===== config.mk =====
export PLATFORM = sky130hd
export DESIGN_NAME = dm_port_arbiter
export DESIGN_NICKNAME = d
export VERILOG_FILES = /design/src/rtl/dm_port_arbiter.sv
export SDC_FILE = /design/constraint.sdc
export NUM_CORES = 1
export LEC_CHECK = 0
export BUFFER_PORTS_ARGS = -buffer_cell sky130_fd_sc_hd__clkbuf_2
export CORE_AREA = 2 2 112 114
export CTS_BUF_LIST = sky130_fd_sc_hd__clkbuf_4 sky130_fd_sc_hd__clkbuf_8 sky130_fd_sc_hd__clkbuf_16
export DETAILED_ROUTE_END_ITERATION = 6
export DIE_AREA = 0 0 114 116
export PLACE_DENSITY = 0.67
export SLEW_MARGIN = 20
export SYNTH_ARGS = -nofsm -noshare
export SYNTH_HDL_FRONTEND = slang
export SYNTH_SLANG_ARGS = --single-unit

===== constraint.sdc =====
create_clock -name clk -period 1.6 [get_ports clk]
set_input_delay 0.08 -clock clk [delete_from_list [all_inputs] [get_ports clk]]
set_output_delay 0.08 -clock clk [all_outputs]
set_load 0.005 [all_outputs]

===== src/rtl/dm_port_arbiter.sv =====
`default_nettype none
// ============================================================================
// Module   : dm_port_arbiter
// Purpose  : Shares the single-ported data memory between the M-stage CPU
//            port and one external burst requester (DMA / debug bridge).
//            CPU has priority; a starvation counter forces external progress.
//            External accesses run as bounded, address-incrementing bursts.
// Options  : `define DM_ARB_RANGE_CHECK_EN adds a registered o_range_err port
//            and suppresses out-of-range / misaligned accesses.
// Revision : 1.0 - initial release
// ============================================================================
module dm_port_arbiter #(
  parameter int ADDR_W     = 12,
  parameter int STARVE_MAX = 4,
  parameter int BURST_MAX  = 8
) (
  input  logic              clk,
  input  logic              rst,
  // CPU port
  input  logic              i_cpu_req,
  input  logic              i_cpu_we,
  input  logic [31:0]       i_cpu_addr,
  input  logic [31:0]       i_cpu_wdata,
  input  logic [3:0]        i_cpu_be,
  output logic              o_cpu_stall,
  output logic              o_cpu_rvalid,
  output logic [31:0]       o_cpu_rdata,
  // External port
  input  logic              i_ext_req,
  input  logic              i_ext_we,
  input  logic [31:0]       i_ext_addr,
  input  logic [3:0]        i_ext_len,
  input  logic [31:0]       i_ext_wdata,
  output logic              o_ext_gnt,
  output logic              o_ext_rvalid,
  output logic [31:0]       o_ext_rdata,
  output logic              o_ext_done,
  // Memory port
  output logic              o_mem_en,
  output logic              o_mem_we,
  output logic [ADDR_W-1:0] o_mem_addr,
  output logic [3:0]        o_mem_be,
  output logic [31:0]       o_mem_wdata,
  input  logic [31:0]       i_mem_rdata
`ifdef DM_ARB_RANGE_CHECK_EN
  ,
  output logic              o_range_err
`endif
);

  localparam int SC_W = $clog2(STARVE_MAX + 1);
  localparam logic [SC_W-1:0] C_STARVE_MAX = SC_W'(STARVE_MAX);
  localparam logic [3:0]      C_BURST_MAX  = 4'(BURST_MAX);

  typedef enum logic [0:0] {
    IDLE      = 1'b0,
    EXT_BURST = 1'b1
  } state_t;

  state_t            r_state;
  state_t            w_state_nxt;
  logic [SC_W-1:0]   r_starve_cnt;
  logic [ADDR_W-1:0] r_base;
  logic [3:0]        r_beats;
  logic [3:0]        r_beat_idx;
  logic              r_dir;
  logic              r_ext_bad;
  logic              r_cpu_rvalid;
  logic              r_ext_rvalid;
  logic              r_cpu_rd_bad;
  logic              r_ext_rd_bad;

  logic              w_cpu_issue;
  logic              w_ext_issue;
  logic              w_ext_start;
  logic [3:0]        w_len;
  logic [ADDR_W-1:0] w_ext_addr;
  logic              w_ext_dir;
  logic              w_ext_bad_cur;
  logic              w_cpu_bad;
  logic              w_ext_bad_new;

  // Length 0 means one word; anything beyond the burst limit is clamped.
  assign w_len = (i_ext_len == 4'd0)        ? 4'd1 :
                 (i_ext_len > C_BURST_MAX)  ? C_BURST_MAX : i_ext_len;

  // The first beat comes straight from the request; later beats from the latched burst.
  assign w_ext_addr    = (r_state == IDLE) ? i_ext_addr[ADDR_W+1:2]
                                           : r_base + ADDR_W'(r_beat_idx);
  assign w_ext_dir     = (r_state == IDLE) ? i_ext_we : r_dir;
  assign w_ext_bad_cur = (r_state == IDLE) ? w_ext_bad_new : r_ext_bad;

`ifdef DM_ARB_RANGE_CHECK_EN
  // Addresses beyond the memory, or a misaligned full-word CPU access, are rejected.
  assign w_cpu_bad     = (|i_cpu_addr[31:ADDR_W+2]) ||
                         ((|i_cpu_addr[1:0]) && (i_cpu_be == 4'hF));
  assign w_ext_bad_new = |i_ext_addr[31:ADDR_W+2];

  logic w_unused_bits;
  assign w_unused_bits = ^i_ext_addr[1:0];
`else
  assign w_cpu_bad     = 1'b0;
  assign w_ext_bad_new = 1'b0;

  // Upper and byte-offset address bits are intentionally ignored.
  logic w_unused_bits;
  assign w_unused_bits = ^{i_cpu_addr[31:ADDR_W+2], i_cpu_addr[1:0],
                           i_ext_addr[31:ADDR_W+2], i_ext_addr[1:0]};
`endif

  // Arbitration, next-state and memory-port steering.
  always_comb begin
    w_state_nxt = r_state;
    w_cpu_issue = 1'b0;
    w_ext_issue = 1'b0;
    w_ext_start = 1'b0;
    o_cpu_stall = 1'b0;
    o_ext_gnt   = 1'b0;
    o_ext_done  = 1'b0;
    o_mem_en    = 1'b0;
    o_mem_we    = 1'b0;
    o_mem_addr  = '0;
    o_mem_be    = 4'h0;
    o_mem_wdata = 32'h0;

    case (r_state)
      IDLE: begin
        if (i_cpu_req && (r_starve_cnt < C_STARVE_MAX)) begin
          w_cpu_issue = 1'b1;
        end else if (i_ext_req) begin
          w_ext_issue = 1'b1;
          w_ext_start = 1'b1;
          o_ext_gnt   = 1'b1;
          o_cpu_stall = i_cpu_req;
          if (w_len > 4'd1) begin
            w_state_nxt = EXT_BURST;
          end else begin
            o_ext_done  = 1'b1;
          end
        end
      end
      EXT_BURST: begin
        w_ext_issue = 1'b1;
        o_ext_gnt   = 1'b1;
        o_cpu_stall = i_cpu_req;
        if (r_beat_idx == (r_beats - 4'd1)) begin
          o_ext_done  = 1'b1;
          w_state_nxt = IDLE;
        end
      end
      default: w_state_nxt = IDLE;
    endcase

    if (w_cpu_issue) begin
      o_mem_en    = !w_cpu_bad;
      o_mem_we    = i_cpu_we;
      o_mem_addr  = i_cpu_addr[ADDR_W+1:2];
      o_mem_be    = i_cpu_be;
      o_mem_wdata = i_cpu_wdata;
    end else if (w_ext_issue) begin
      o_mem_en    = !w_ext_bad_cur;
      o_mem_we    = w_ext_dir;
      o_mem_addr  = w_ext_addr;
      o_mem_be    = 4'hF;
      o_mem_wdata = i_ext_wdata;
    end
  end

  // State register.
  always_ff @(posedge clk or posedge rst) begin
    if (rst) r_state <= IDLE;
    else     r_state <= w_state_nxt;
  end

  // Burst context: latched when a burst wins arbitration, index advances per beat.
  always_ff @(posedge clk or posedge rst) begin
    if (rst) begin
      r_base     <= '0;
      r_beats    <= 4'd0;
      r_beat_idx <= 4'd0;
      r_dir      <= 1'b0;
      r_ext_bad  <= 1'b0;
    end else if (w_ext_start) begin
      r_base     <= i_ext_addr[ADDR_W+1:2];
      r_beats    <= w_len;
      r_beat_idx <= 4'd1;
      r_dir      <= i_ext_we;
      r_ext_bad  <= w_ext_bad_new;
    end else if (r_state == EXT_BURST) begin
      r_beat_idx <= r_beat_idx + 4'd1;
    end
  end

  // Starvation counter: counts denied external cycles, cleared on any grant.
  always_ff @(posedge clk or posedge rst) begin
    if (rst) begin
      r_starve_cnt <= '0;
    end else if (o_ext_gnt) begin
      r_starve_cnt <= '0;
    end else if (i_ext_req && (r_starve_cnt < C_STARVE_MAX)) begin
      r_starve_cnt <= r_starve_cnt + 1'b1;
    end
  end

  // Read-return tracking, one cycle behind the issuing access.
  always_ff @(posedge clk or posedge rst) begin
    if (rst) begin
      r_cpu_rvalid <= 1'b0;
      r_ext_rvalid <= 1'b0;
      r_cpu_rd_bad <= 1'b0;
      r_ext_rd_bad <= 1'b0;
    end else begin
      r_cpu_rvalid <= w_cpu_issue && !i_cpu_we;
      r_ext_rvalid <= w_ext_issue && !w_ext_dir;
      r_cpu_rd_bad <= w_cpu_issue && w_cpu_bad;
      r_ext_rd_bad <= w_ext_issue && w_ext_bad_cur;
    end
  end

  assign o_cpu_rvalid = r_cpu_rvalid;
  assign o_ext_rvalid = r_ext_rvalid;
  assign o_cpu_rdata  = (r_cpu_rvalid && !r_cpu_rd_bad) ? i_mem_rdata : 32'h0;
  assign o_ext_rdata  = (r_ext_rvalid && !r_ext_rd_bad) ? i_mem_rdata : 32'h0;

`ifdef DM_ARB_RANGE_CHECK_EN
  logic r_range_err;

  // One-cycle error pulse for any issued access that failed the range check.
  always_ff @(posedge clk or posedge rst) begin
    if (rst) r_range_err <= 1'b0;
    else     r_range_err <= (w_cpu_issue && w_cpu_bad) || (w_ext_issue && w_ext_bad_cur);
  end

  assign o_range_err = r_range_err;
`endif

endmodule
`default_nettype wire


==> results.json <==
{
  "startpoint_type": "register",
  "insertion_delay_ps": 260,
  "synth_edf_count": 0,
  "min_period_ps": 2020,
  "globalplace.congestion": 0.824,
  "max-cap-violations": 0,
  "io_buffers": 252,
  "fp.dieW_um": 114,
  "cp_data_required_time_ps": 1520,
  "final_antenna_net_count": 0,
  "grt_usage": 0.160,
  "cp.arrival_ps": 1940,
  "p_leak_nw": 2.70,
  "synth_area_leaders": "dfrtp_1 26%, and2_1 16%, a22o_1 11%",
  "cts_tree": "done",
  "comb_power_share": 0.751,
  "drt-initial-drc-count": 156,
  "rows": 40,
  "routed_via_density": 4.56,
  "setup_viol": 49,
  "ys_seq_area_frac": 0.264,
  "yosysMostFrequentCell": "and2_1",
  "grt_first_pass_wirelength_um": 16600,
  "setup_ws_ps": -424,
  "synth_cell_type_count": 48,
  "setup.worst_path.class": "reg2out",
  "pre_cts_ws_ps": -169,
  "p_clk_frac": 0.081,
  "vias": 3508,
  "clock_path_buffers": 2,
  "p_int_mw": 4.39,
  "placed_cell_area_sq_um": 4210,
  "ys_ff_latch": 27,
  "area_growth_pct": 90.6,
  "num_io_pins": 293,
  "min_path_type": "in2reg",
  "holdWs_ps": 26.1,
  "netlist.top_cell.by_area": "dfrtp_1",
  "synth-main-ff-cell": "dfrtp_1",
  "max_freq_ghz": 0.494,
  "layout.cells.non_filler": 770,
  "synth_top_area_share": 0.264,
  "finalInstanceArea_sq_um": 4880,
  "syn_area_per_cell_sq_um": 7.96,
  "htree_levels": 1,
  "dp.final_hpwl_um": 8850,
  "synth.net_count": 504,
  "synth_commonest_cells": "67 x and2_1, 62 x nand2_1, 32 x a22o_1",
  "initial_core_util": 0.215,
  "switchingPower_mw": 3.17,
  "synth_warnings": 0,
  "clk_pin_slew_ps": 70,
  "synthesis.area_sq_um": 2560,
  "violations": "negative setup slack",
  "routed_wl_um": 12200,
  "antenna_cells": 0,
  "post_drt_wl_per_cell_um": 15.8,
  "placed_cells": 732,
  "first_pass_iters": 4,
  "drive_gt1_frac": 0.579,
  "remaining_drc_errors": 0,
  "ir_drop_v": 0.000973,
  "cts_made_buffers": 3,
  "fp.dieH_um": 116,
  "slew_headroom": 0.736,
  "die-area_sq_um": 13200,
  "async_flop_share": 1.00,
  "power_density_nw_per_um2": 1550,
  "post-route-period-util": 1.26,
  "layout.nets": 806,
  "clock_sinks": 27,
  "antenna_found_initial": 0,
  "core-area_sq_um": 11900,
  "grt_remaining_overflow": 0,
  "worstPathMaxFanout": 4,
  "outcome": "finished, violations left",
  "finalMaxSlewViolations": 0,
  "grt_pass1_vias": 3063,
  "netlist_instances": 322,
  "final_core_util": 0.410,
  "root_buffer": "clkbuf_16",
  "switching_share": 0.419,
  "tightest_slew_ps": 393,
  "rsz0062_at_grt": "true",
  "finalHoldViolCount": 0,
  "seqPwrFrac": 0.169,
  "grt_max_degree": 34,
  "cp-end-kind": "output pin",
  "fillers": 1230,
  "skew_ps": 2.90
}
-- power by group through the flow --
stage	logic [mW]	registers [mW]	clock network (mW)
floorplan	2.54	1.27	0
global placement	4.57	1.24	0
detailed placement	4.58	1.25	0
CTS	5.39	1.29	0.621
global route	6.21	1.32	0.657
finish	5.67	1.27	0.608
-- area by class of cell --
class / instances / area, sq um / share of cell area
clock buffer: 4 / 82.6 / 0.0169
sequential: 27 / 678 / 0.139
tap: 147 / 184 / 0.0377
timing repair buffer: 315 / 1970 / 0.403
multi-input combinational: 268 / 1930 / 0.395
inverter: 9 / 38.8 / 0.00794
-- critical path: stages (launching register included) --
cell and delay [ps]:
dfrtp_1 410, ha_4 180, buf_4 140, a211oi_4 270, o21ba_4 210, mux2_4 310, nand2_1 60, clkbuf_2 100
-- final timing paths --
kind	end	cells past startpoint	slack, ps	start
setup / recovery	o_mem_addr[9]	7	-420	r_base[0]
hold / removal	r_base[8]	3	30	i_ext_addr[10]
setup reg to reg	r_state	7	-10	r_beats[1]
hold reg to reg	r_dir	2	490	r_dir
max in group asynchronous	r_beat_idx[2]	4	880	rst
min in group asynchronous	r_beats[1]	4	420	rst
-- placed cells by master, fill, tap and decap left out, types with 3 or more instances in the layout --
cell	synthesis	layout
clkbuf_2	0	238
and2_1	67	66
nand2_1	62	58
buf_4	3	37
a22o_1	32	31
dfrtp_1	27	25
buf_6	3	14
buf_2	8	12
nor2_1	9	9
o21ai_0	11	7
nand3_1	6	6
xnor2_1	8	6
inv_1	7	5
a22oi_1	6	5
o211ai_1	5	5
clkbuf_16	0	5
buf_12	0	5
a21oi_1	6	4
nand2_2	0	4
ha_4	0	4
inv_2	2	3
nand3b_1	3	3
a211oi_2	0	3
o21ai_1	1	3
nor3_1	4	3
ha_1	7	3
buf_16	0	3
-- routing by layer --
metal	GRT usage	up-vias	share of wire
li1	-	1729	-
met4	0.0122	0	0.0016
met3	0.0235	4	0.070
met2	0.275	157	0.50
met5	0	-	0
met1	0.224	1618	0.43
-- cells by family (layout without fill, tap and decap cells) --
family | Yosys count | in the layout | synth area share
multiplexers | 3 | 3 | 0.0122
buffers and inverters | 29 | 328 | 0.0596
XOR/XNOR | 11 | 11 | 0.0376
AO/OA/AOI/OAI | 76 | 76 | 0.234
flip-flops | 27 | 27 | 0.264
adder cells (fa/ha/maj) | 8 | 8 | 0.0420
AND/OR/NAND/NOR | 168 | 170 | 0.351
-- stage by stage --
stage / power, mW / TNS [ps]
3_3_place_gp: 5.81 / -981
4_1_cts: 7.30 / -8450
6_report: 7.55 / -9630
3_5_place_dp: 5.83 / -1050
5_1_grt: 8.19 / -13510
2_1_floorplan: 3.80 / -269
-- sequential cells by signal (all words and copies together) (netlist names) --
name / flops
o_cpu_rvalid: 1
o_ext_rvalid: 1
r_base: 12
r_beat_idx: 4
r_beats: 4
r_dir: 1
r_starve_cnt: 3
r_state: 1
-- repair_timing --
item | in CTS | in global routing
setup endpoints to repair | 48 | 53
resized for setup | 37 | 32
hold endpoints to repair | 27 | 1
pin swaps | 12 | 11
gates cloned | 8 | 2
setup buffers | 16 | 12
hold buffers | 1 | 1
No activity file was read; power rests on OpenSTA's default activity.
